## src/rtl/tft_pkg.sv

```systemverilog
// Shared types and constants for the 8080-style TFT bus controller.
// States, request bit positions, operation kinds and default phase timing.
package tft_pkg;

  typedef enum logic [3:0] {
    IDLE,
    CMD_L,
    CMD_H,
    DAT_L,
    DAT_H,
    RD_L,
    RD_H,
    DONE,
    CLR
  } state_t;

  typedef enum logic [1:0] {
    OP_WR,
    OP_CMD,
    OP_BURST,
    OP_READ
  } op_t;

  localparam int CALL_RD    = 3;
  localparam int CALL_BURST = 2;
  localparam int CALL_CMD   = 1;
  localparam int CALL_WR    = 0;

  localparam int TCSL_DEF = 3;
  localparam int TCSH_DEF = 25;
  localparam int TMR_W    = 16;

  function automatic logic is_phase(input state_t s);
    return (s == CMD_L) || (s == CMD_H) ||
           (s == DAT_L) || (s == DAT_H) ||
           (s == RD_L)  || (s == RD_H);
  endfunction

  function automatic logic is_low(input state_t s);
    return (s == CMD_L) || (s == DAT_L) || (s == RD_L);
  endfunction

endpackage

```

## src/rtl/tft_busctrl_mod_timer.sv

```systemverilog
// Loadable down-counter; phase_end is high in the last cycle of a phase.
// Loading value N gives a phase lasting exactly N cycles.
module tft_phase_timer
  import tft_pkg::*;
#(
  parameter int W = TMR_W
) (
  input  logic         CLOCK,
  input  logic         RESET,
  input  logic         load,
  input  logic [W-1:0] load_val,
  output logic         phase_end
);

  logic [W-1:0] cnt;

  always_ff @(posedge CLOCK or posedge RESET) begin
    if (RESET) begin
      cnt <= '0;
    end else if (load) begin
      cnt <= load_val - W'(1);
    end else if (cnt != '0) begin
      cnt <= cnt - W'(1);
    end
  end

  assign phase_end = (cnt == '0);

endmodule

```

## src/rtl/tft_busctrl_mod.sv

```systemverilog
// 8080-style TFT panel bus controller: command, data, burst and read cycles.
// Read path (iCall[3], RD_L/RD_H) is built only when TFT_READ_EN is defined.
module tft_busctrl_mod
  import tft_pkg::*;
#(
  parameter int DW   = 16,
  parameter int TCSL = TCSL_DEF,
  parameter int TCSH = TCSH_DEF,
  parameter int LW   = 16
) (
  input  logic          CLOCK,
  input  logic          RESET,
  input  logic [3:0]    iCall,
  input  logic [7:0]    iAddr,
  input  logic [DW-1:0] iData,
  input  logic [LW-1:0] iLen,
  output logic          oDone,
  output logic          oBusy,
  output logic [DW-1:0] oData,
  output logic          TFT_RS,
  output logic          TFT_CS_N,
  output logic          TFT_WR_N,
  output logic          TFT_RD_N,
  output logic [DW-1:0] TFT_DB_O,
  input  logic [DW-1:0] TFT_DB_I,
  output logic          TFT_DB_OE
);

  state_t        state, nxt;
  op_t           op_q, op_n;
  logic          req;
  logic [7:0]    addr_q;
  logic [LW-1:0] rem_q;
  logic [DW-1:0] data_q;
  logic          pend;
  logic          tload;
  logic [TMR_W-1:0] tval;

  logic          rs_q, cs_n_q, wr_n_q;
  logic          done_q, busy_q;
  logic [DW-1:0] db_q;

  // Highest set request bit wins
  always_comb begin
    req  = 1'b0;
    op_n = OP_WR;
    priority case (1'b1)
`ifdef TFT_READ_EN
      iCall[CALL_RD]: begin
        req  = 1'b1;
        op_n = OP_READ;
      end
`endif
      iCall[CALL_BURST]: begin
        req  = 1'b1;
        op_n = OP_BURST;
      end
      iCall[CALL_CMD]: begin
        req  = 1'b1;
        op_n = OP_CMD;
      end
      iCall[CALL_WR]: begin
        req  = 1'b1;
        op_n = OP_WR;
      end
      default: ;
    endcase
  end

  always_comb begin
    nxt = state;
    unique case (state)
      IDLE: if (req) nxt = (op_n == OP_WR) ? DAT_L : CMD_L;
      CMD_L: if (pend) nxt = CMD_H;
      CMD_H: if (pend) begin
        unique case (op_q)
          OP_BURST: nxt = (rem_q == '0) ? DONE : DAT_L;
`ifdef TFT_READ_EN
          OP_READ:  nxt = RD_L;
`endif
          default:  nxt = DONE;
        endcase
      end
      DAT_L: if (pend) nxt = DAT_H;
      DAT_H: if (pend) begin
        if (op_q == OP_BURST && rem_q > LW'(1))
          nxt = DAT_L;
        else
          nxt = DONE;
      end
`ifdef TFT_READ_EN
      RD_L: if (pend) nxt = RD_H;
      RD_H: if (pend) nxt = DONE;
`endif
      DONE: nxt = CLR;
      CLR:  nxt = IDLE;
      default: nxt = IDLE;
    endcase
  end

  // Timer reloads on every entry into a bus phase
  assign tload = (nxt != state) && is_phase(nxt);
  assign tval  = is_low(nxt) ? TMR_W'(TCSL) : TMR_W'(TCSH);

  tft_phase_timer #(
    .W(TMR_W)
  ) u_timer (
    .CLOCK    (CLOCK),
    .RESET    (RESET),
    .load     (tload),
    .load_val (tval),
    .phase_end(pend)
  );

  always_ff @(posedge CLOCK or posedge RESET) begin
    if (RESET) begin
      state  <= IDLE;
      op_q   <= OP_WR;
      addr_q <= '0;
      rem_q  <= '0;
      data_q <= '0;
    end else begin
      state <= nxt;
      if (state == IDLE && req) begin
        op_q   <= op_n;
        addr_q <= iAddr;
        rem_q  <= iLen;
      end
      if (nxt == DAT_L && state != DAT_L)
        data_q <= iData;
      if (state == DAT_H && pend && rem_q != '0)
        rem_q <= rem_q - LW'(1);
    end
  end

  // Pin drivers are registered one cycle behind the state
  always_ff @(posedge CLOCK or posedge RESET) begin
    if (RESET) begin
      rs_q   <= 1'b1;
      cs_n_q <= 1'b1;
      wr_n_q <= 1'b1;
      done_q <= 1'b0;
      busy_q <= 1'b0;
      db_q   <= '0;
    end else begin
      rs_q   <= !(state == CMD_L || state == CMD_H);
      cs_n_q <= !is_phase(state);
      wr_n_q <= !(state == CMD_L || state == DAT_L);
      done_q <= (state == DONE);
      busy_q <= !(state == IDLE || state == CLR);
      if (state == CMD_L || state == CMD_H)
        db_q <= DW'(addr_q);
      else if (state == DAT_L || state == DAT_H)
        db_q <= data_q;
    end
  end

  assign TFT_RS   = rs_q;
  assign TFT_CS_N = cs_n_q;
  assign TFT_WR_N = wr_n_q;
  assign TFT_DB_O = db_q;
  assign oDone    = done_q;
  assign oBusy    = busy_q;

`ifdef TFT_READ_EN
  logic          rd_n_q, oe_q;
  logic [DW-1:0] rdata_q;

  always_ff @(posedge CLOCK or posedge RESET) begin
    if (RESET) begin
      rd_n_q  <= 1'b1;
      oe_q    <= 1'b1;
      rdata_q <= '0;
    end else begin
      rd_n_q <= !(state == RD_L);
      oe_q   <= !(state == RD_L || state == RD_H);
      if (state == RD_L && pend)
        rdata_q <= TFT_DB_I;
    end
  end

  assign TFT_RD_N  = rd_n_q;
  assign TFT_DB_OE = oe_q;
  assign oData     = rdata_q;
`else
  logic unused_rd;
  assign unused_rd = ^{iCall[CALL_RD], TFT_DB_I};

  assign TFT_RD_N  = 1'b1;
  assign TFT_DB_OE = 1'b1;
  assign oData     = '0;
`endif

endmodule

```

## config.mk

```make
export PLATFORM = sky130hd
export DESIGN_NAME = tft_busctrl_mod
export DESIGN_NICKNAME = d
export VERILOG_FILES = /design/src/rtl/tft_pkg.sv /design/src/rtl/tft_busctrl_mod_timer.sv /design/src/rtl/tft_busctrl_mod.sv
export SDC_FILE = /design/constraint.sdc
export NUM_CORES = 1
export LEC_CHECK = 0
export ABC_AREA = 1
export CAP_MARGIN = 40
export CORE_MARGIN = 2
export CORE_UTILIZATION = 46
export DETAILED_ROUTE_END_ITERATION = 8
export PLACE_DENSITY = 0.86
export SYNTH_ARGS = -nofsm -noshare
export SYNTH_HDL_FRONTEND = slang
export SYNTH_SLANG_ARGS = --single-unit
```

## constraint.sdc

```tcl
create_clock -name CLOCK -period 3 [get_ports CLOCK]
set_input_delay 0.75 -clock CLOCK [delete_from_list [all_inputs] [get_ports CLOCK]]
set_output_delay 0.75 -clock CLOCK [all_outputs]
set_load 0.01 [all_outputs]
```

==> metrics.txt <==
htree depth=3; worst IR drop on VDD=0.432 mV; row count=35; die width=101 µm; Max Clk Rate=0.418 GHz; Ant. Diodes=0; Sum Neg Setup Slack=0 ps; Layout Skew=12.5 ps; Metal-1 WL=4.00 mm; share of cells above drive strength 1=12.8%; post-synthesis sequential area ratio=47.7%; clk sinks=83; clock-pin slew of the registers on the worst-case setup and hold paths=80 ps; worst-path maximum fanout=12; crit-path most repeated cell=nand2_1; Mapped Area=4360 µm²; initial antenna violation count=0; DR vias/cell=4.97; top cell family by delay on the critical path=simple AND/OR/NAND/NOR gates; final setup vio count=0; count leader, synth=nand2_1; Worst-Skew Late Latency=350 ps; cell chain of the critical path=clkdlybuf4s50_1, or2_1, nor2_2, nor2_8, inv_2, nand2_1, inv_1, nand2_2, nand2_1, nand2_1, nand3_2, nand2_4, inv_2, nor3_1; top-area cell type share of the netlist area=45.9%; Relative slew margins=58.4%; total CTS buffers=9; post_cts resized=0; crit end category=flip-flop; status=finished, final reports clean; min Tclk post-route=2390 ps; CP peak stage delay=460 ps; max-slew violations=0; root buffer cell=clkbuf_8; DR vias=3625; drt initial violations=187; die area=10300 µm²; Synth Register Bits=83; Power Total=0.00533 W; WL met2=4.53 mm; synth top area cells=dfrtp_1, nand2_1, inv_1; Mapped Cells=527; RSZ-0062 raised after global routing=false; area growth from synthesis to layout=21.4%; total grt overflow=0; endpoints failing hold=0; crit path launch type=input pin; Post-DRT Antenna Nets=0; CTS tree=built; I/O pin cnt=101; yosys warns=0; Synth Area per Inst=8.28 µm²; Synth Flop Type=dfrtp_1; Met3 Wirelength=397 µm; Buf/Inv on CP=4; EDFF count, synth=0; kind of critical path=input pin to flip-flop; Leak Pwr=2.51 nW; DRC Markers=0; Final Hold Slack=479 ps; Avg WL per Cell=12.4 µm; vias in the first global route=3688; cell area power density=1010 nW/µm²; first-pass GRT wire length=15.7 mm; largest net degree at the start of global routing=37; maxcap violations=0; core area=9240 µm²; CP Data Arrival Time=2620 ps; Crit path required time=3220 ps; fraction of registers with async set/reset=100%; worst min path class=flip-flop to flip-flop; Slowest-stage cell, CP=clkdlybuf4s50_1; max layer used=met4; actual slew at the worst max-slew pin=623 ps; area leader, netlist=dfrtp_1; global placement routability congestion=0.859; hold bufs inserted after CTS=0; list of most frequent post-synthesis cells=nand2_1, dfrtp_1, inv_1; Die H=101 µm; Non-Filler Instances=730; postcts setup bufs=0; first drt pass iteration count=4; initial core utilization=47.2%; Nets=662; final worst path period share=79.8%; Post-Route WL=9.04 mm; Netlist cell types=38; Final HPWL DP=6.82 mm; Clock Tree Buf Depth=2; Port-buffer cells=65; GRT Total Usage=19.0%; Post-Place Cells=714
==> where the power goes <==
| part | switching, W | leakage [nW] | total, W | internal [W] |
|---|---|---|---|---|
| registers | 0.000317 | 1.03 | 0.00194 | 0.00162 |
| clock network | 0.000413 | 0.0831 | 0.000721 | 0.000308 |
| logic | 0.00165 | 1.40 | 0.00268 | 0.00103 |
==> worst paths after layout <==
path                                                    end  cells after the start                        from  slack, ps
max in group asynchronous                  TFT_RS$_DFF_PP1_                      3                       RESET       1540
worst min-delay path                  addr_q[0]$_DFFE_PP0P_                      2       addr_q[0]$_DFFE_PP0P_        480
worst min register to register        addr_q[0]$_DFFE_PP0P_                      2       addr_q[0]$_DFFE_PP0P_        480
min in group asynchronous           TFT_DB_O[1]$_DFFE_PP0P_                      2                       RESET        760
worst max register to register        rem_q[10]$_DFFE_PP0P_                     11  u_timer.cnt[0]$_DFFE_PP0P_        700
worst max-delay path            u_timer.cnt[15]$_DFFE_PP0P_                     14                    iCall[1]        610
==> kinds of logic (layout without fill, tap and decap cells) <==
family / after synthesis / count (layout) / synth area share, %
DFF: 83 / 83 / 47.7
adders and majority gates: 4 / 4 / 1.15
xor gates and xnor gates: 13 / 13 / 2.61
and+or+nand+nor: 267 / 267 / 29.0
other: 2 / 18 / 0.172
buffers and inverters: 97 / 155 / 10.1
AOI/OAI and AO/OA: 61 / 61 / 9.26
==> placed cells by master (no fill, tap or decap), drive strengths merged <==
cell,n
o21ai,18
clkinv,4
clkbuf,10
buf,9
clkinvlp,2
ha,4
nand3,36
inv,65
nor3,8
dfrtp,80
o311ai,10
nand4,6
xnor2,4
o211ai,10
nand3b,1
dfstp,3
or2,2
nor4,3
xor2,9
clkdlybuf4s50,65
nor2,61
o221ai,5
nand2,150
a21oi,17
conb,18
a21boi,1
==> worst register-to-register path: stages, from the launching register on <==
cell	delay (ps)
dfrtp_1	390
inv_1	100
ha_1	240
nand2_4	90
nor2_1	120
nand2_2	110
nor2_4	150
nand3_2	320
inv_1	200
nand2_1	120
o211ai_1	170
o311ai_0	150
==> per-layer routing <==
metal / global-route usage (%) / up-vias
li1: - / 1789
met1: 23.2 / 1734
met2: 33.2 / 92
met3: 4.76 / 10
met4: 5.61 / 0
met5: 0 / -
==> final cells by class <==
type                    instances  area (µm²)
inverters                      65         245
multi-input cells             363        1900
fillers                       823        3940
flip-flops and latches         83        2080
repair buffers                 74         731
clock inverters                 6        50.0
clock buffers                  10         128
well taps                     129         161
==> through the flow <==
stage	utilization [%]	setup WS [ps]	cell area (µm²)
4_1_cts	57.3	611	5300
3_5_place_dp	55.4	233	5120
3_3_place_gp	55.4	297	5120
2_1_floorplan	-	118	4420
6_report	57.3	607	5300
5_1_grt	57.3	437	5300
==> registers in the layout, indices dropped and copies added, names as in the netlist <==
register and flops:
TFT_DB_O 16, oDone 1, data_q 16, TFT_WR_N 1, oBusy 1, rem_q 16, addr_q 8, TFT_RS 1
TFT_CS_N 1, state 4, op_q 2, u_timer.cnt 16
Note: power is estimated with default switching activity, not from simulation.
